### config.mk
export PLATFORM = sky130hd
export DESIGN_NAME = fp32_add_stim
export DESIGN_NICKNAME = d
export VERILOG_FILES = /design/src/rtl/fp32_tb_pkg.sv /design/src/rtl/lfsr_galois.sv /design/src/rtl/fp32_add_stim.sv
export SDC_FILE = /design/constraint.sdc
export NUM_CORES = 1
export LEC_CHECK = 0
export CAP_MARGIN = 20
export CORE_MARGIN = 10
export CORE_UTILIZATION = 40
export CTS_CLUSTER_DIAMETER = 150
export DETAILED_ROUTE_END_ITERATION = 16
export GPL_TIMING_DRIVEN = 0
export SLEW_MARGIN = 20
export SYNTH_ARGS = -nofsm -noshare
export SYNTH_HDL_FRONTEND = slang
export SYNTH_SLANG_ARGS = --single-unit
### constraint.sdc
create_clock -name clk -period 4.1 [get_ports clk]
set_input_delay 0.615 -clock clk [delete_from_list [all_inputs] [get_ports clk]]
set_output_delay 0.615 -clock clk [all_outputs]
set_load 0.02 [all_outputs]
### src/rtl/fp32_tb_pkg.sv
// Shared types and constants for the fp32 adder stimulus sequencer.
// Holds the FSM state enum, LFSR masks and the directed corner-case operand table.
package fp32_tb_pkg;

    typedef enum logic [2:0] {
        ST_IDLE,
        ST_DIRECTED,
        ST_RANDOM,
        ST_DRAIN,
        ST_DONE
    } state_t;

    localparam logic [7:0]  FP32_EXP_MIN = 8'h01;
    localparam logic [7:0]  FP32_EXP_MAX = 8'hFE;

    localparam logic [31:0] OPND_MASK    = 32'h8020_0003;
    localparam logic [31:0] X2_SEED_XOR  = 32'h5A5A_5A5A;
    localparam logic [15:0] BUBBLE_MASK  = 16'hB400;
    localparam logic [15:0] BUBBLE_SEED  = 16'hBEEF;

    localparam logic [0:7][31:0] DIR_X1 = {
        32'h3F80_0000, 32'h3F80_0000, 32'h4049_0FDB, 32'h7F7F_FFFF,
        32'h0080_0000, 32'h3F80_0000, 32'h4B7F_FFFF, 32'hC0A0_0000
    };
    localparam logic [0:7][31:0] DIR_X2 = {
        32'h3F80_0000, 32'hBF80_0000, 32'h402D_F854, 32'h3F80_0000,
        32'h0080_0000, 32'h3380_0000, 32'h3F80_0000, 32'h4040_0000
    };

    // Clamp the exponent into the normal range so no NaN/Inf/denormal escapes.
    function automatic logic [31:0] sanitize(input logic [31:0] v);
        logic [31:0] r;
        r = v;
        if (v[30:23] < FP32_EXP_MIN) begin
            r[30:23] = FP32_EXP_MIN;
        end else if (v[30:23] > FP32_EXP_MAX) begin
            r[30:23] = FP32_EXP_MAX;
        end
        return r;
    endfunction

endpackage

### src/rtl/lfsr_galois.sv
// Right-shifting Galois LFSR with synchronous seed reload and gated stepping.
// A zero seed would lock up the register, so it is replaced by 1.
module lfsr_galois #(
    parameter int              WIDTH = 32,
    parameter logic [WIDTH-1:0] MASK = '1,
    parameter logic [WIDTH-1:0] SEED = '1
) (
    input  logic             clk,
    input  logic             rst,
    input  logic             load,
    input  logic             step,
    output logic [WIDTH-1:0] q
);

    localparam logic [WIDTH-1:0] SEED_EFF = (SEED == '0) ? WIDTH'(1) : SEED;

    always_ff @(posedge clk or negedge rst) begin
        if (!rst) begin
            q <= SEED_EFF;
        end else if (load) begin
            q <= SEED_EFF;
        end else if (step) begin
            q <= (q >> 1) ^ (q[0] ? MASK : '0);
        end
    end

endmodule

### src/rtl/fp32_add_stim.sv
// Stimulus sequencer for the fp32 adder: directed table, then LFSR-driven random
// normal-range pairs, optional bubbles, a drain interval and a one-cycle over pulse.
//
// state       | meaning
// ST_IDLE     | waiting for start after reset
// ST_DIRECTED | issuing directed table entries 1..7 (entry 0 goes out on the start edge)
// ST_RANDOM   | issuing NUM_RANDOM sanitised LFSR operand pairs
// ST_DRAIN    | val held low while the adder pipeline empties
// ST_DONE     | run complete, vec_cnt holds, start re-arms
module fp32_add_stim
    import fp32_tb_pkg::*;
#(
    parameter int unsigned NUM_RANDOM   = 1000,
    parameter logic [31:0] SEED         = 32'hACE1_2468,
    parameter int unsigned DRAIN_CYCLES = 8
) (
    input  logic        clk,
    input  logic        rst,
    input  logic        start,
    input  logic        gap_en,
    output logic [31:0] x1,
    output logic [31:0] x2,
    output logic        val,
    output logic        over,
    output logic        busy,
    output logic [31:0] vec_cnt
);

    localparam logic [31:0] RND_LAST   = (NUM_RANDOM == 0) ? 32'd0 : 32'(NUM_RANDOM - 1);
    localparam logic [31:0] DRAIN_LOAD = 32'(DRAIN_CYCLES - 1);

    state_t      state, state_nx;
    logic [2:0]  dir_idx, dir_idx_nx;
    logic [31:0] rnd_cnt, rnd_cnt_nx;
    logic [31:0] drain_cnt, drain_cnt_nx;
    logic [31:0] x1_nx, x2_nx;
    logic        over_nx, issue, issue_rnd;
    logic [31:0] lfsr_a, lfsr_b;
    logic [15:0] lfsr_bub;
    logic        accept, run_phase, bubble;

    assign accept    = start && (state == ST_IDLE || state == ST_DONE);
    assign run_phase = (state == ST_DIRECTED) || (state == ST_RANDOM);
    assign bubble    = run_phase && gap_en && lfsr_bub[0];

    lfsr_galois #(.WIDTH(32), .MASK(OPND_MASK), .SEED(SEED)) u_lfsr_x1 (
        .clk(clk), .rst(rst), .load(accept), .step(issue_rnd), .q(lfsr_a)
    );

    lfsr_galois #(.WIDTH(32), .MASK(OPND_MASK), .SEED(SEED ^ X2_SEED_XOR)) u_lfsr_x2 (
        .clk(clk), .rst(rst), .load(accept), .step(issue_rnd), .q(lfsr_b)
    );

    lfsr_galois #(.WIDTH(16), .MASK(BUBBLE_MASK), .SEED(BUBBLE_SEED)) u_lfsr_bub (
        .clk(clk), .rst(rst), .load(accept), .step(run_phase), .q(lfsr_bub)
    );

    // Each cycle decides what the output registers show next; the start edge
    // itself issues directed entry 0 so val rises the cycle after start.
    always_comb begin
        state_nx     = state;
        dir_idx_nx   = dir_idx;
        rnd_cnt_nx   = rnd_cnt;
        drain_cnt_nx = drain_cnt;
        x1_nx        = '0;
        x2_nx        = '0;
        over_nx      = 1'b0;
        issue        = 1'b0;
        issue_rnd    = 1'b0;
        unique case (state)
            ST_IDLE, ST_DONE: begin
                if (start) begin
                    issue      = 1'b1;
                    x1_nx      = DIR_X1[0];
                    x2_nx      = DIR_X2[0];
                    dir_idx_nx = 3'd1;
                    rnd_cnt_nx = '0;
                    state_nx   = ST_DIRECTED;
                end
            end
            ST_DIRECTED: begin
                if (!bubble) begin
                    issue      = 1'b1;
                    x1_nx      = DIR_X1[dir_idx];
                    x2_nx      = DIR_X2[dir_idx];
                    dir_idx_nx = dir_idx + 3'd1;
                    if (dir_idx == 3'd7) begin
                        if (NUM_RANDOM == 0) begin
                            state_nx     = ST_DRAIN;
                            drain_cnt_nx = DRAIN_LOAD;
                        end else begin
                            state_nx = ST_RANDOM;
                        end
                    end
                end
            end
            ST_RANDOM: begin
                if (!bubble) begin
                    issue      = 1'b1;
                    issue_rnd  = 1'b1;
                    x1_nx      = sanitize(lfsr_a);
                    x2_nx      = sanitize(lfsr_b);
                    rnd_cnt_nx = rnd_cnt + 32'd1;
                    if (rnd_cnt == RND_LAST) begin
                        state_nx     = ST_DRAIN;
                        drain_cnt_nx = DRAIN_LOAD;
                    end
                end
            end
            ST_DRAIN: begin
                if (drain_cnt == '0) begin
                    over_nx  = 1'b1;
                    state_nx = ST_DONE;
                end else begin
                    drain_cnt_nx = drain_cnt - 32'd1;
                end
            end
            default: state_nx = ST_IDLE;
        endcase
    end

    always_ff @(posedge clk or negedge rst) begin
        if (!rst) begin
            state     <= ST_IDLE;
            dir_idx   <= '0;
            rnd_cnt   <= '0;
            drain_cnt <= '0;
            x1        <= '0;
            x2        <= '0;
            val       <= 1'b0;
            over      <= 1'b0;
            busy      <= 1'b0;
            vec_cnt   <= '0;
        end else begin
            state     <= state_nx;
            dir_idx   <= dir_idx_nx;
            rnd_cnt   <= rnd_cnt_nx;
            drain_cnt <= drain_cnt_nx;
            x1        <= x1_nx;
            x2        <= x2_nx;
            val       <= issue;
            over      <= over_nx;
            busy      <= (state_nx == ST_DIRECTED) || (state_nx == ST_RANDOM) ||
                         (state_nx == ST_DRAIN);
            if (accept) begin
                vec_cnt <= 32'd1;
            end else if (issue && vec_cnt != '1) begin
                vec_cnt <= vec_cnt + 32'd1;
            end
        end
    end

endmodule

Word-level counts from Yosys, hierarchy flattened
Memory sizes are Yosys's and may differ from the RTL's.
Cells that the tools add are included.
Cells by class
  magnitude comparators: 5
  mux-type cells: 49
  $add $sub $neg: 4
  bitwise operators: 4
  equality and inequality tests: 15
  reduce and logical (&&, ||, !) cells: 21
Operator list (count)
  2-to-1 mux 32 bit: 21
  case mux 32 bit (3 select lines): 2
  case mux 32 bit (2 select lines): 2
  adder 32 x 1 -> 32 bit (second input constant): 2
  XOR 31 x 32 -> 32 bit: 2
  2-to-1 mux 16 bit: 3
  equality test 32 x 10 -> 1 bit (second input constant): 1
  logical NOT 32 bit: 1
  2-to-1 mux 8 bit: 4
  != test 32 bit (second input constant): 1
  subtractor 32 x 1 -> 32 bit (second input constant): 1
  2-to-1 mux 30 bit: 1
  2-to-1 mux 3 bit: 8
  > comparator 8 bit (second input constant): 2
  < comparator 8 x 1 -> 1 bit (second input constant): 2
  XOR 15 x 16 -> 16 bit: 1
  equality test 3 x 2 -> 1 bit (second input constant): 4
  case mux 3 bit (4 select lines): 1
  nonzero test 2 bit: 6
  != test 2 bit (second input constant): 4
  equality test 3 x 1 -> 1 bit (second input constant): 2
  equality test 3 bit (second input constant): 2
  case mux 3 bit (2 select lines): 1
  AND reduction 3 bit: 2
  11 further kinds: 22
Storage, ports and cells
  logic and storage cells: 113
  memories: 2
  input bits: 4
  ROM bits: 512
  output and inout bits: 99
  register bits: 249
Memories
  (no name shown): depth 8, width 32, rd ports 1, clocked after memory_dff 0, write ports 0, RTL line fp32_add_stim.sv:85  | x2_nx = DIR_X2[dir_idx];
  (no name shown): depth 8, width 32, rd ports 1, clocked after memory_dff 0, write ports 0, RTL line fp32_add_stim.sv:84  | x1_nx = DIR_X1[dir_idx];

Logic depth before layout (Yosys ltp)
Gate-level depths: netlist of run 1.
  depth in word-level cells: 9
  gate-level depth with buffers: 10
  depth with buffers taken out: 7

Cells and area by module
From an unflattened synthesis of run 1, not the netlist that was laid out.
Second synthesis, totals
  cells, all modules: 1067
  area, all modules: 11544.8 sq um
Modules (own cells, without submodules)
  fp32_add_stim: seq. area each 4229.1 sq um, area an instance 8046.5 sq um, cells each 795, times used 1
  lfsr_galois at u_lfsr_x2: seq. area each 827.0 sq um, area an instance 1412.6 sq um, cells each 109, times used 1
  lfsr_galois at u_lfsr_x1: seq. area each 817.0 sq um, area an instance 1373.8 sq um, cells each 107, times used 1
  lfsr_galois at u_lfsr_bub: seq. area each 416.6 sq um, area an instance 711.9 sq um, cells each 56, times used 1

Worst setup path before layout of run 1
No wires, ideal clock.
  path type: register -> register
  start point: register drain_cnt[0]
  end point: register drain_cnt[3]
  required time: 3.976 ns
  setup time: 0.124 ns
  clock period less this slack: 2.308 ns
  data arrival time: 2.184 ns
  setup slack: 1.792 ns
  buffers on the path: 2
  stages on the path, launching flop included: 10
  path through: dfrtp_1 > inv_1 > ha_1 > or3b_1 > clkbuf_4 > nand2b_1 > o31ai_2 > buf_4 > nor3_1 > a211o_1
Between the ends
  word-level cells in the longest chain between the ends: 3
  elaborated cells on any way between the ends: 6
  classes of those cells: add/sub (1); eq/ne (1); mux (2); reduce/logical (2)
RTL lines
  start: declaration: RTL line fp32_add_stim.sv:35  | logic [31:0] drain_cnt, drain_cnt_nx;
  start signal: assignment: RTL line fp32_add_stim.sv:138  | drain_cnt <= drain_cnt_nx;
  subtractor 32 x 1 -> 32 bit / logical NOT 32 bit (equally long branches): RTL line fp32_add_stim.sv:115, fp32_add_stim.sv:111
  2-to-1 mux 32 bit / != test 2 bit (equally long branches)
  case mux 32 bit (2 select lines) / AND reduction 4 bit (equally long branches)
Parallel ways exist; a longest one is shown, timed or not. The select of a mux whose other input is x is not followed.
A chain may end at the register's enable or synchronous reset.

Worst setup path in the final report of run 1
  start point: register u_lfsr_bub.q[0]
  end point: register vec_cnt[9]
Between the ends
  word-level cells in the longest chain between the ends: 5
RTL lines
  start: declaration: RTL line lfsr_galois.sv:12  | output logic [WIDTH-1:0] q
  start signal: assignment: RTL line lfsr_galois.sv:23  | q <= (q >> 1) ^ (q[0] ? MASK : '0);
  logical AND 1 bit: RTL line fp32_add_stim.sv:44  | assign bubble = run_phase && gap_en && lfsr_bub[0];
  2-to-1 mux 1 bit: RTL line fp32_add_stim.sv:82, fp32_add_stim.sv:98
  case mux 1 bit (2 select lines): RTL line fp32_add_stim.sv:70  | unique case (state)
  net issue: RTL line fp32_add_stim.sv:37  | logic over_nx, issue, issue_rnd;
  logical AND 1 bit: RTL line fp32_add_stim.sv:147  | end else if (issue && vec_cnt != '1) begin
  nonzero test 2 bit (no source line)
  end signal: assignment: RTL line fp32_add_stim.sv:148  | vec_cnt <= vec_cnt + 32'd1;
  end: declaration: RTL line fp32_add_stim.sv:26  | output logic [31:0] vec_cnt
The timed path passes the listed nets, and every way through them passes these cells.

==> results.md, run 1 <==
* Status: completed
* Synth async-reset ratio at 100%
* Worst Tran Pin Value at 1030 ps
* Hold slack at 2.38 ps
* Routed Antenna Nets at 0
* Slowest CP cell: mux2i_1
* IO Pins at 103
* Max Cap Violations at 0
* Top cell type's share of synthesized area at 44.5%
* Area leader, netlist: dfrtp_1
* Clock Pin Slew Worst Setup and Hold Paths at 60 ps
* Crit Path Max Fanout at 10
* Core box area at 27,900 um2
* Critical path class: reg -> reg
* Placer Congestion at 0.864
* Die area at 35,500 um2
* Clk pwr share at 28.8%
* Seq/Total Area, Yosys at 55.4%
* Synth top cells by count: 256 x nand2_1, 202 x dfrtp_1, 88 x a21oi_1, 50 x clkbuf_1, 47 x dfstp_2
* Cell breakdown of the critical path: buf_2, a21oi_1, mux2i_1, o21a_1, buf_2, inv_2, nand4_1, mux2_2
* Nets at 1,297
* Synth cell types at 71
* Root Buffer: clkbuf_16
* Antenna diode count at 0
* Synth top area cells: dfrtp_1 45%, dfstp_2 11%, nand2_1 8.5%
* CTS buffer count at 28
* Fin crit share at 69.5%
* Metal-1 WL at 14,400 um
* Hold Fails Final Rpt at 0
* Sequential Power Share at 39.7%
* Via-to-Cell Ratio at 5.50
* Syn_nets at 1,162
* EDFF count, synth at 0
* Critical path's largest stage delay at 570 ps
* Post-synthesis register bit count at 249
* CTS Hold Buffers Added at 0
* Max_slew headroom at 30.6%
* Setup bufs post-CTS at 0
* Detailed-route via count at 9,264
* Clock Skew at 8.76 ps
* Initial Util at 40.7%
* Die Y at 188 um
* Crit path launch type: register
* Largest net degree at the start of global routing at 67
* Post-route minimum period at 2850 ps
* Routed length on met3 at 2000 um
* CP arrival at 3280 ps
* P_sw at 3.17 mW
* Highest routed layer: met4
* Max clock buf depth at 3
* IO buf count at 102
* Detailed Route WL at 30,400 um
* WL/cell at 18.1 um
* Clk sink count at 249
* Initial DRC Count at 838
* Peak VDD IR at 0.443 mV
* Pleak at 6.07 nW
* Synthesis warning total at 0
* Part of the power in combinational logic at 31.5%
* Syn Std Cell Area at 11,300 um2
* Share of post-route cells with drive strength above 1 at 10.0%
* Area of the multi-input gates at 4720 um2
* Global route overflow at 0
* Area growth from synthesis to layout at 22.5%
* # resized after CTS at 0
* Power Density at 658 nW/um2
* CTS tree: built
* Sw frac at 34.7%
* Met2 Wirelength at 13,300 um
* Final setup fails at 0
* Dpl cell area at 12,900 um2
* Internal at 5.98 mW
* Achievable frequency at 351 MHz
* Detailed-router iteration count before antenna repair at 5
* Initial antenna violation count at 0
* Critical path capture point type: register
* Row count at 61
* Pins Over Slew Limit at 0
* Final HPWL DP at 20,700 um
* Fillers at 2,590
* H-tree Lvls at 1
* First-pass GRT wire length at 50,200 um
* Main synth FF type: dfrtp_1
* Total track usage at 16.9%
* Chip width at 188 um
* Unrepaired setup endpoints after global routing: false
* Worst-skew pair later-pin latency at 540 ps
* Synth Instances at 1,149
* Worst min-delay path class: in -> async
* Post-route cell area at 13,900 um2
* CP required at 4530 ps
* Mapped Avg Cell Area at 9.88 um2
* Vias in the first global route at 9,238
* Top-count cell post-synth: nand2_1
* CP most frequent cell: buf_2
* Reg area at 6290 um2
* DRC Markers at 0
## layer usage
metal  global-route usage (%)  vias to the layer above
met5                        0                        -
met2                     25.4                      238
met1                     23.7                     4585
met4                     4.91                        0
met3                     3.95                       42
li1                         -                     4399
## critical path, delay by kind of cell (launching register included)
kind	cells	cell delay, ps
simple gates	1	110
compound gates	2	550
mux	2	900
flops	1	510
buf+inv	3	650
## stage by stage
step | utilization, % | worst slack (ps) | cells | TNS, ps | power, mW
6_report | 49.9 | 1250 | 1684 | 0 | 9.15
5_1_grt | 49.9 | 1010 | 1684 | 0 | 9.70
4_1_cts | 49.9 | 1280 | 1684 | 0 | 9.25
3_5_place_dp | 46.4 | 795 | 1632 | 0 | 6.57
3_3_place_gp | 46.1 | -8460 | 1629 | -1942790 | 6.52
2_1_floorplan | - | 1790 | 1149 | 0 | 5.36
## worst paths after layout
path	startpoint	to	slack [ps]	cells after the start
max	u_lfsr_bub.q[0]$_DFFE_PN1P_	vec_cnt[9]$_DFFE_PN0P_	1250	8
min	rst	x2[19]$_DFF_PN0_	2	1
max reg2reg	u_lfsr_bub.q[0]$_DFFE_PN1P_	vec_cnt[9]$_DFFE_PN0P_	1250	8
min reg2reg	u_lfsr_x2.q[8]$_DFFE_PN0P_	u_lfsr_x2.q[8]$_DFFE_PN0P_	470	1
max in group asynchronous	rst	u_lfsr_x1.q[3]$_DFFE_PN1P_	2680	4
min in group clk	u_lfsr_x2.q[8]$_DFFE_PN0P_	u_lfsr_x2.q[8]$_DFFE_PN0P_	470	1
## cell families (layout without fill, tap and decap cells)
logic type,after synthesis,count (layout),synth area share [%]
AND/OR/NAND/NOR,545,545,24.3
flip-flops,249,249,55.4
AO/OA/AOI/OAI,224,224,12.8
buffers and inverters,81,238,3.03
XOR/XNOR,23,23,1.77
multiplexers,18,18,1.61
adder cells (fa/ha/maj),9,9,0.992
## placed cells by master (no fill, tap or decap), types with 27 or more instances in the layout
cell and count:
clkdlybuf4s50_1 101, nor2_1 39, dfrtp_1 202, or4_1 34, clkbuf_16 29, a21oi_1 88, dfstp_2 47, clkbuf_1 58
nand2_1 256, o31ai_1 35, nand3_1 45, o21ai_0 27
## power by group through the flow
stage,registers (mW),clock network (mW),logic (mW)
after detailed placement,3.66,0,2.91
after global routing,3.72,2.80,3.19
after global placement,3.66,0,2.86
final,3.63,2.64,2.88
after floorplan,3.88,0,1.48
after CTS,3.63,2.70,2.92
## cell type report
class	count	share of cell area [%]
well taps	378	3.40
clock inverters	10	1.08
inverters	13	0.351
flip-flops and latches	249	45.2
multi-input cells	819	33.9
clock buffers	42	5.93
plain buffers	68	2.12
repair buffers	105	7.97
## sequential cells by signal, summed over array words and instances (netlist names)
register      count
x2               32
over              1
drain_cnt        32
vec_cnt          32
u_lfsr_x2.q      32
rnd_cnt          32
u_lfsr_bub.q     16
val               1
busy              1
u_lfsr_x1.q      32
state             3
dir_idx           3
x1               32
Note: power is estimated with default switching activity, not from simulation.
==> inputs of run 2 (changes only) <==
clock period = 2.86 ns   (was 4.1 ns; I/O delays follow)
==> run 2 against run 1 <==
Utilization grew 0.10 points. Sequential share of layout area shrank 0.093 points. Count of clock-buffer cells in the layout is the same. Cell count is essentially flat. Die area is the same. Sequential cell count is the same. First-iteration DRC count shrank 1.6%. Combinational power grew 43%. Register-to-register slack lost 1100 ps. Critical path type unchanged. Largest cell class unchanged.
==> results.md, run 2 (same netlist as run 1, synthesis figures left out) <==
* Area of the multi-input gates at 4730 um2 (+0.37%)
* CP arrival at 3130 ps (-150 ps)
* IO buf count at 102 (unchanged)
* Post-route cell area at 13,900 um2 (+0.21%)
* Flop2flop setup slack at 160 ps (-1090 ps)
* Final HPWL DP at 20,700 um (unchanged)
* Commonest non-fill, non-tap cell in the layout: nand2_1
* Clk pwr share at 28.8% (about the same)
* Placer Congestion at 0.864 (unchanged)
* Status: completed
* Die area at 35,500 um2 (unchanged)
* Routed Antenna Nets at 0 (unchanged)
* IO Pins at 103 (unchanged)
* Final Core Density at 50.0% (+0.10 points)
* RR Endpoint: vec_cnt[9]$_DFFE_PN0P_
* Grt met2 use at 25.4% (+0.027 points)
* Die Y at 188 um (unchanged)
* Total track usage at 16.9% (about the same)
* WL/cell at 18.0 um (about the same)
* Sequential Power Share at 39.7% (about the same)
* Largest net degree at the start of global routing at 67 (unchanged)
* FF-to-FF Start: u_lfsr_bub.q[0]$_DFFE_PN1P_
* Detailed-router iteration count before antenna repair at 5 (unchanged)
* Pleak at 6.08 nW (+0.13%)
* Detailed-route via count at 9,278 (+0.15%)
* Peak VDD IR at 0.637 mV (+44%)
* Worst min-delay path class: in -> async
* Vias in the first global route at 9,244 (+0.065%)
* Fillers at 2,591 (+0.039%)
* Commonest cells after routing, fill and taps aside: 256 x nand2_1, 202 x dfrtp_1, 101 x clkdlybuf4s50_1
* Reg area at 6290 um2 (unchanged)
* DRC Markers at 0 (unchanged)
* Achievable frequency at 370 MHz (+5.5%)
* Pins Over Slew Limit at 0 (unchanged)
* CTS tree: built
* CP required at 3290 ps (-1240 ps)
* Unrepaired setup endpoints after global routing: false
* Initial antenna violation count at 0 (unchanged)
* P_sw at 4.54 mW (+43%)
* Critical path class: reg -> reg
* Max_slew headroom at 42.0% (+11 points)
* Setup bufs post-CTS at 0 (unchanged)
* Via-to-Cell Ratio at 5.51 (about the same)
* Global route overflow at 0 (unchanged)
* Row count at 61 (unchanged)
* Final total power at 13.1 mW (+43%)
* Sw frac at 34.6% (-0.042 points)
* H-tree Lvls at 1 (unchanged)
* Top Usage Layer GRT: met2
* Initial DRC Count at 825 (-1.6%)
* M3 GR Usage at 3.95% (unchanged)
* Post-route minimum period at 2700 ps (-148 ps)
* Worst Tran Pin Value at 870 ps (-162 ps)
* Core box area at 27,900 um2 (unchanged)
* Hold Fails Final Rpt at 0 (unchanged)
* Clock Skew at 9.06 ps (+0.302 ps)
* Worst R2R Path Depth at 8 (unchanged)
* Final setup fails at 0 (unchanged)
* Crit Path Max Fanout at 10 (unchanged)
* Clk sink count at 249 (unchanged)
* Crit path from: u_lfsr_bub.q[0]$_DFFE_PN1P_
* Antenna diode count at 0 (unchanged)
* Clock Pin Slew Worst Setup and Hold Paths at 60 ps (about the same)
* Area growth from synthesis to layout at 22.8%
* Initial Util at 40.7% (unchanged)
* Dpl cell area at 12,900 um2 (unchanged)
* Root Buffer: clkbuf_16
* Fin crit share at 94.5% (+25 points)
* Max clock buf depth at 3 (unchanged)
* Detailed Route WL at 30,400 um (about the same)
* Crit path launch type: register
* First-pass GRT wire length at 50,300 um (about the same)
* Share of post-route cells with drive strength above 1 at 10.3% (+0.22 points)
* Critical path capture point type: register
* M1 GR Usage at 23.7% (unchanged)
* Part of the power in combinational logic at 31.5% (about the same)
* Max Cap Violations at 0 (unchanged)
* Setup TNS at 0 ps (unchanged)
* Hold slack at 412 ps (+410 ps)
* Nets at 1,298 (+0.077%)
* Power Density at 941 nW/um2 (+43%)
* Worst-skew pair later-pin latency at 540 ps (about the same)
* CTS buffer count at 28 (unchanged)
* Chip width at 188 um (unchanged)
* Internal at 8.58 mW (+43%)
==> run 2: timing repair <==
item                                    in CTS  in global routing
gates resized for setup                      0                  5
hold buffers                                 1                  0
endpoints found under the hold margin       46                  0
endpoints found under the setup margin       0                 26
==> run 2: per-stage QoR <==
step / cells / setup WS, ps
after global placement: 1629 / -9520
after detailed placement: 1632 / -259
final: 1685 / 158
after floorplan: 1149 / 552
after CTS: 1685 / 36.2
after global routing: 1685 / 6.64
==> run 2: area by class of cell <==
type,instances,area share [%]
tap,378,3.39
clock buffer,42,5.92
sequential,249,45.1
clock inverter,10,1.08
timing repair buffer,106,8.03
multi-input combinational,819,34.0
buffer,68,2.13
inverter,13,0.350
==> run 2: layer usage <==
| metal | wire (um) | vias to the layer above |
|---|---|---|
| met5 | 0 | - |
| met4 | 687 | 0 |
| met3 | 2090 | 42 |
| met2 | 13400 | 245 |
| met1 | 14200 | 4580 |
| li1 | - | 4411 |
==> run 2: worst max-delay path by stage <==
| stage | cells past startpoint | end |
|---|---|---|
| 5_1_grt | 8 | vec_cnt[1]$_DFFE_PN0P_ |
| 3_5_place_dp | 8 | vec_cnt[9]$_DFFE_PN0P_ |
| 4_1_cts | 8 | vec_cnt[9]$_DFFE_PN0P_ |
| 2_1_floorplan | 9 | drain_cnt[3]$_DFFE_PN0P_ |
| 3_3_place_gp | 1 | vec_cnt[1]$_DFFE_PN0P_ |
| 6_report | 8 | vec_cnt[9]$_DFFE_PN0P_ |
==> run 2: power groups by stage <==
stage	sequential, mW	combinational, mW	clock [mW]
final	5.21	4.13	3.78
after global routing	5.33	4.57	4.01
after CTS	5.21	4.19	3.86
after detailed placement	5.25	4.18	0
after global placement	5.25	4.10	0
after floorplan	5.56	2.12	0
==> run 2: worst max-delay path, stage by stage (launching register included) <==
cell and delay, ps:
dfstp_2 510, buf_2 190, a21oi_1 130, mux2i_2 430, o21a_1 420, buf_2 310, inv_2 150, nand4_1 110
mux2_2 340
==> edit 1 (settings of run 1) <==
Set the parameter `DRAIN_CYCLES` to 4 (it was 8).
--- a/src/rtl/fp32_add_stim.sv
+++ b/src/rtl/fp32_add_stim.sv
@@ -12,7 +12,7 @@
 #(
     parameter int unsigned NUM_RANDOM   = 1000,
     parameter logic [31:0] SEED         = 32'hACE1_2468,
-    parameter int unsigned DRAIN_CYCLES = 8
+    parameter int unsigned DRAIN_CYCLES = 4
 ) (
     input  logic        clk,
     input  logic        rst,
Function: same outputs for any inputs over 4 cycles, from zero or initial values and one cycle with rst low; that may be too few to reach the edited logic, so the function may still have changed.
==> edit 1 against run 1 <==
  * Total power increased by 1.1%
  * Wire length increased by 1.2%
  * Worst hold slack gained 470 ps
  * Highest routed layer unchanged
  * Cell count about the same
  * Sequential cell count is the same
  * Setup slack worse by 420 ps
  * Design area fell by 0.75%
  * Synthesized area down 0.93%
  * Critical endpoint is now vec_cnt[1]$_DFFE_PN0P_
  * Utilization decreased by 0.24 points
==> edit 1: results (changes against run 1) <==
Parameter                              Value

Worst setup path
  CP delay by family, top    simple AND/OR/NAND/NOR gates (was multiplexers)
  Data arrival time of the critical path    3750 ps (was 3280 ps)
  Worst r2r src    vec_cnt[5]$_DFFE_PN0P_ (was u_lfsr_bub.q[0]$_DFFE_PN1P_)
  Flop-to-flop setup slack    830 ps (was 1250 ps)
  Critical R2R Capture    vec_cnt[1]$_DFFE_PN0P_ (was vec_cnt[9]$_DFFE_PN0P_)
  Largest incremental delay on the critical path    760 ps (was 570 ps)
  Cell with the largest stage delay on the worst path    sky130_fd_sc_hd__nor4_1 (was sky130_fd_sc_hd__mux2i_1)

Run status
  Status    complete, no violations (unchanged)

Cells and area
  Proportion of layout cells with a drive suffix above 1    0.0903 (was 0.100)
  Non-clock buffer area fraction after layout    0.102 (was 0.101)
  Non-Filler Instances    1685 (was 1684)
  Multi-input gate area    4610 um2 (was 4720 um2)
  Clk_buf instances    43 (was 42)
  Clock tree cell share of total cell area    0.0696 (was 0.0701)
  Multi-input comb cells    813 (was 819)
  Final non-filler cell area    13800 um2 (was 13900 um2)
  Number of inserted filler cells in the final layout    2643 (was 2590)
  Sequential share of cell area    0.456 (was 0.452)
  Number of nets in the layout    1298 (was 1297)
  Layout sequential cell count    249 (unchanged)

Clock tree
  CTS hold repair buffers    1 (was 0)
  Worst skew pair latency    560 ps (was 540 ps)

Routing
  Wire length after detailed routing    30800 um (was 30400 um)
  Iter 0 DRT Violations    739 (was 838)
  Via Count    9395 (was 9264)

Worst hold path
  Worst min-delay path category    reg -> reg (was in -> async)

Global routing
  Number of global-route vias before repair    9231 (was 9238)
  Pin count of the biggest net entering global routing    79 (was 67)
  Overall routing resource usage    0.172 (was 0.169)

Placement
  Post-place setup slack    613 ps (was 795 ps)
  Placer Congestion    0.823 (was 0.864)
  Area after DPL    12800 um2 (was 12900 um2)
  Half-perimeter wire length after detailed placement    21200 um (was 20700 um)

Timing
  Actual transition at the worst max-transition pin    1090 ps (was 1030 ps)
  Final Hold Slack    473 ps (was 2.38 ps)
  Setup Skew    25.7 ps (was 8.76 ps)

Power
  Switching power total    3360 uW (was 3170 uW)
  Leakage power total    0.00594 uW (was 0.00607 uW)

Yosys
  Average instance area after synthesis    9.79 um2 (was 9.88 um2)
  Number of distinct library cells after synthesis    63 (was 71)
  Commonest cells in the synthesized netlist    sky130_fd_sc_hd__nand2_1, sky130_fd_sc_hd__dfrtp_1, sky130_fd_sc_hd__a21oi_1, sky130_fd_sc_hd__clkbuf_1, sky130_fd_sc_hd__dfstp_2 (unchanged)

Floorplanning
  Tap cell instance count    378 (unchanged)
==> edit 1: logic make-up (layout without fill, tap and decap cells) <==
| family | after synthesis | count (layout) | synth area share |
|---|---|---|---|
| simple gates | 544 | 544 | 0.240 |
| compound gates | 227 | 227 | 0.133 |
| mux | 13 | 13 | 0.0117 |
| flops | 249 | 249 | 0.559 |
| fa+ha+maj | 9 | 9 | 0.0100 |
| buf+inv | 87 | 245 | 0.0308 |
| xor+xnor | 20 | 20 | 0.0156 |
==> edit 1: routing by layer <==
metal  track usage  wire length, um  up-vias
met2         0.273            14300      265
met5             0                0        -
li1              -                -     4393
met4        0.0348              511        0
met3        0.0358             1900       44
met1         0.236            14100     4693
==> edit 1: power groups by stage <==
| stage | logic (uW) | registers [uW] | clock network (uW) |
|---|---|---|---|
| final | 3000 | 3710 | 2540 |
| after global routing | 3340 | 3800 | 2710 |
| after CTS | 3040 | 3710 | 2590 |
| after detailed placement | 3020 | 3740 | 0 |
| after global placement | 2990 | 3730 | 0 |
| after floorplan | 1540 | 3920 | 0 |
==> edit 2 (flow settings as in run 1) <==
Made on the original files. Add an input register stage for `start` and `gap_en`; this delays them by one clock. Comments in the files are not updated.
--- a/src/rtl/fp32_add_stim.sv
+++ b/src/rtl/fp32_add_stim.sv
@@ -29,6 +29,14 @@
     localparam logic [31:0] RND_LAST   = (NUM_RANDOM == 0) ? 32'd0 : 32'(NUM_RANDOM - 1);
     localparam logic [31:0] DRAIN_LOAD = 32'(DRAIN_CYCLES - 1);
 
+    logic start_q;
+    logic gap_en_q;
+
+    always_ff @(posedge clk) begin
+        start_q  <= start;
+        gap_en_q <= gap_en;
+    end
+
     state_t      state, state_nx;
     logic [2:0]  dir_idx, dir_idx_nx;
     logic [31:0] rnd_cnt, rnd_cnt_nx;
@@ -39,9 +47,9 @@
     logic [15:0] lfsr_bub;
     logic        accept, run_phase, bubble;
 
-    assign accept    = start && (state == ST_IDLE || state == ST_DONE);
+    assign accept    = start_q && (state == ST_IDLE || state == ST_DONE);
     assign run_phase = (state == ST_DIRECTED) || (state == ST_RANDOM);
-    assign bubble    = run_phase && gap_en && lfsr_bub[0];
+    assign bubble    = run_phase && gap_en_q && lfsr_bub[0];
 
     lfsr_galois #(.WIDTH(32), .MASK(OPND_MASK), .SEED(SEED)) u_lfsr_x1 (
         .clk(clk), .rst(rst), .load(accept), .step(issue_rnd), .q(lfsr_a)
@@ -69,7 +77,7 @@
         issue_rnd    = 1'b0;
         unique case (state)
             ST_IDLE, ST_DONE: begin
-                if (start) begin
+                if (start_q) begin
                     issue      = 1'b1;
                     x1_nx      = DIR_X1[0];
                     x2_nx      = DIR_X2[0];
Formal check against the unedited RTL: not equivalent (a bounded check fails within 4 cycles, from zero or initial values and one cycle with rst low).
==> edit 2 against run 1 <==
  * Cell count down 0.89%
  * Combinational power down 16%
  * First-iteration DRC count down 0.84%
  * Sequential share of layout area up 0.78 points
  * Setup slack worse by 340 ps
  * Sequential cell count up 2
  * Wire length down 3.1%
  * Global-route usage down 0.33 points
  * Design area down 1.1%
  * Synthesized area down 1.4%
  * Total power down 5.2%
  * Largest cell class unchanged
==> edit 2: results (changes against run 1) <==
Parameter                              Value

Run status
  Status    complete, no violations (unchanged)

Clock tree
  Number of clock sinks    251 (was 249)

Yosys
  Number of distinct library cells after synthesis    66 (was 71)
  Compound-gate portion of the synthesized area    0.128 (about the same)
  Commonest cells in the synthesized netlist    sky130_fd_sc_hd__nand2_1, sky130_fd_sc_hd__dfrtp_1, sky130_fd_sc_hd__a21oi_1, sky130_fd_sc_hd__clkbuf_1, sky130_fd_sc_hd__o21ai_0 (was sky130_fd_sc_hd__nand2_1, sky130_fd_sc_hd__dfrtp_1, sky130_fd_sc_hd__a21oi_1, sky130_fd_sc_hd__clkbuf_1, sky130_fd_sc_hd__dfstp_2)
  Sequential share of the synthesized area    0.566 (was 0.554)
  Synthesized Nets    1148 (was 1162)
  Biggest area contributors in the synthesized netlist    sky130_fd_sc_hd__dfrtp_1, sky130_fd_sc_hd__dfstp_2, sky130_fd_sc_hd__nand2_1 (unchanged)
  XOR/XNOR share of the synthesized area    0.0204 (was 0.0177)
  Synth async-reset ratio    0.992 (was 1.00)
  Multiplexer fraction of the synthesized cell area    0.00895 (was 0.0161)

Global routing
  First-pass GRT wire length    49100 um (was 50200 um)
  Pin count of the biggest net entering global routing    101 (was 67)
  Number of global-route vias before repair    9075 (was 9238)
  Overall routing resource usage    0.166 (was 0.169)

Placement
  Area after DPL    12700 um2 (was 12900 um2)
  Cell Count Post-Placement    1617 (was 1632)
  Placer Congestion    0.861 (was 0.864)
  Post-place setup slack    943 ps (was 795 ps)
  Half-perimeter wire length after detailed placement    19700 um (was 20700 um)

Timing
  Share of the clock period used by the worst path after layout    0.778 (was 0.695)
  Setup Skew    13.7 ps (was 8.76 ps)

Routing
  Number of vias per cell    5.43 (was 5.50)
  Average wire per standard cell    17.7 um (was 18.1 um)
  Iter 0 DRT Violations    831 (was 838)

Worst setup path
  Largest incremental delay on the critical path    490 ps (was 570 ps)
  Data arrival time of the critical path    3640 ps (was 3280 ps)
  Flop-to-flop setup slack    910 ps (was 1250 ps)

Cells and area
  Non-Filler Instances    1669 (was 1684)
  Number of nets in the layout    1282 (was 1297)

Power
  Power consumed by the clock network    2700 uW (was 2640 uW)
  Worst ir drop on vdd    378 uV (was 443 uV)
  Power drawn by the combinational cells    2410 uW (was 2880 uW)
## edit 2: changes by cell type in the layout (fill, tap and decap cells not counted), moves of 7 or more
cell and change:
sky130_fd_sc_hd__buf_2 -9, sky130_fd_sc_hd__nand2_1 -9, sky130_fd_sc_hd__or3_1 +9, sky130_fd_sc_hd__a21oi_1 +7, sky130_fd_sc_hd__a31oi_1 -9, sky130_fd_sc_hd__nand2b_1 -8
sky130_fd_sc_hd__a41o_1 -7, sky130_fd_sc_hd__o21ai_0 +22
## edit 2: layout make-up
| cell class | instances | area (um2) |
|---|---|---|
| Buffer | 61 | 258 |
| Clock buffer | 41 | 851 |
| Clock inverter | 11 | 161 |
| Fill cell | 2610 | 13900 |
| Inverter | 12 | 45.0 |
| Multi-Input combinational cell | 811 | 4560 |
| Sequential cell | 251 | 6330 |
| Tap cell | 378 | 473 |
| Timing Repair Buffer | 104 | 1080 |
## edit 2: worst paths after layout
| check | endpoint | cells past startpoint | startpoint |
|---|---|---|---|
| max in group asynchronous | u_lfsr_x2.q[26]$_DFFE_PN1P_ | 2 | rst |
| min in group clk | u_lfsr_x2.q[7]$_DFFE_PN0P_ | 1 | u_lfsr_x2.q[7]$_DFFE_PN0P_ |
| max | vec_cnt[13]$_DFFE_PN0P_ | 8 | state[0]$_DFF_PN0_ |
| min | x2[7]$_DFF_PN0_ | 1 | rst |
| min reg2reg | u_lfsr_x2.q[7]$_DFFE_PN0P_ | 1 | u_lfsr_x2.q[7]$_DFFE_PN0P_ |
| max reg2reg | vec_cnt[13]$_DFFE_PN0P_ | 8 | state[0]$_DFF_PN0_ |
## edit 2: layer usage
metal  GRT usage  wire (um)
met1       0.227      13900
met5           0          0
met4      0.0375        563
met2       0.264      13400
met3      0.0349       1610
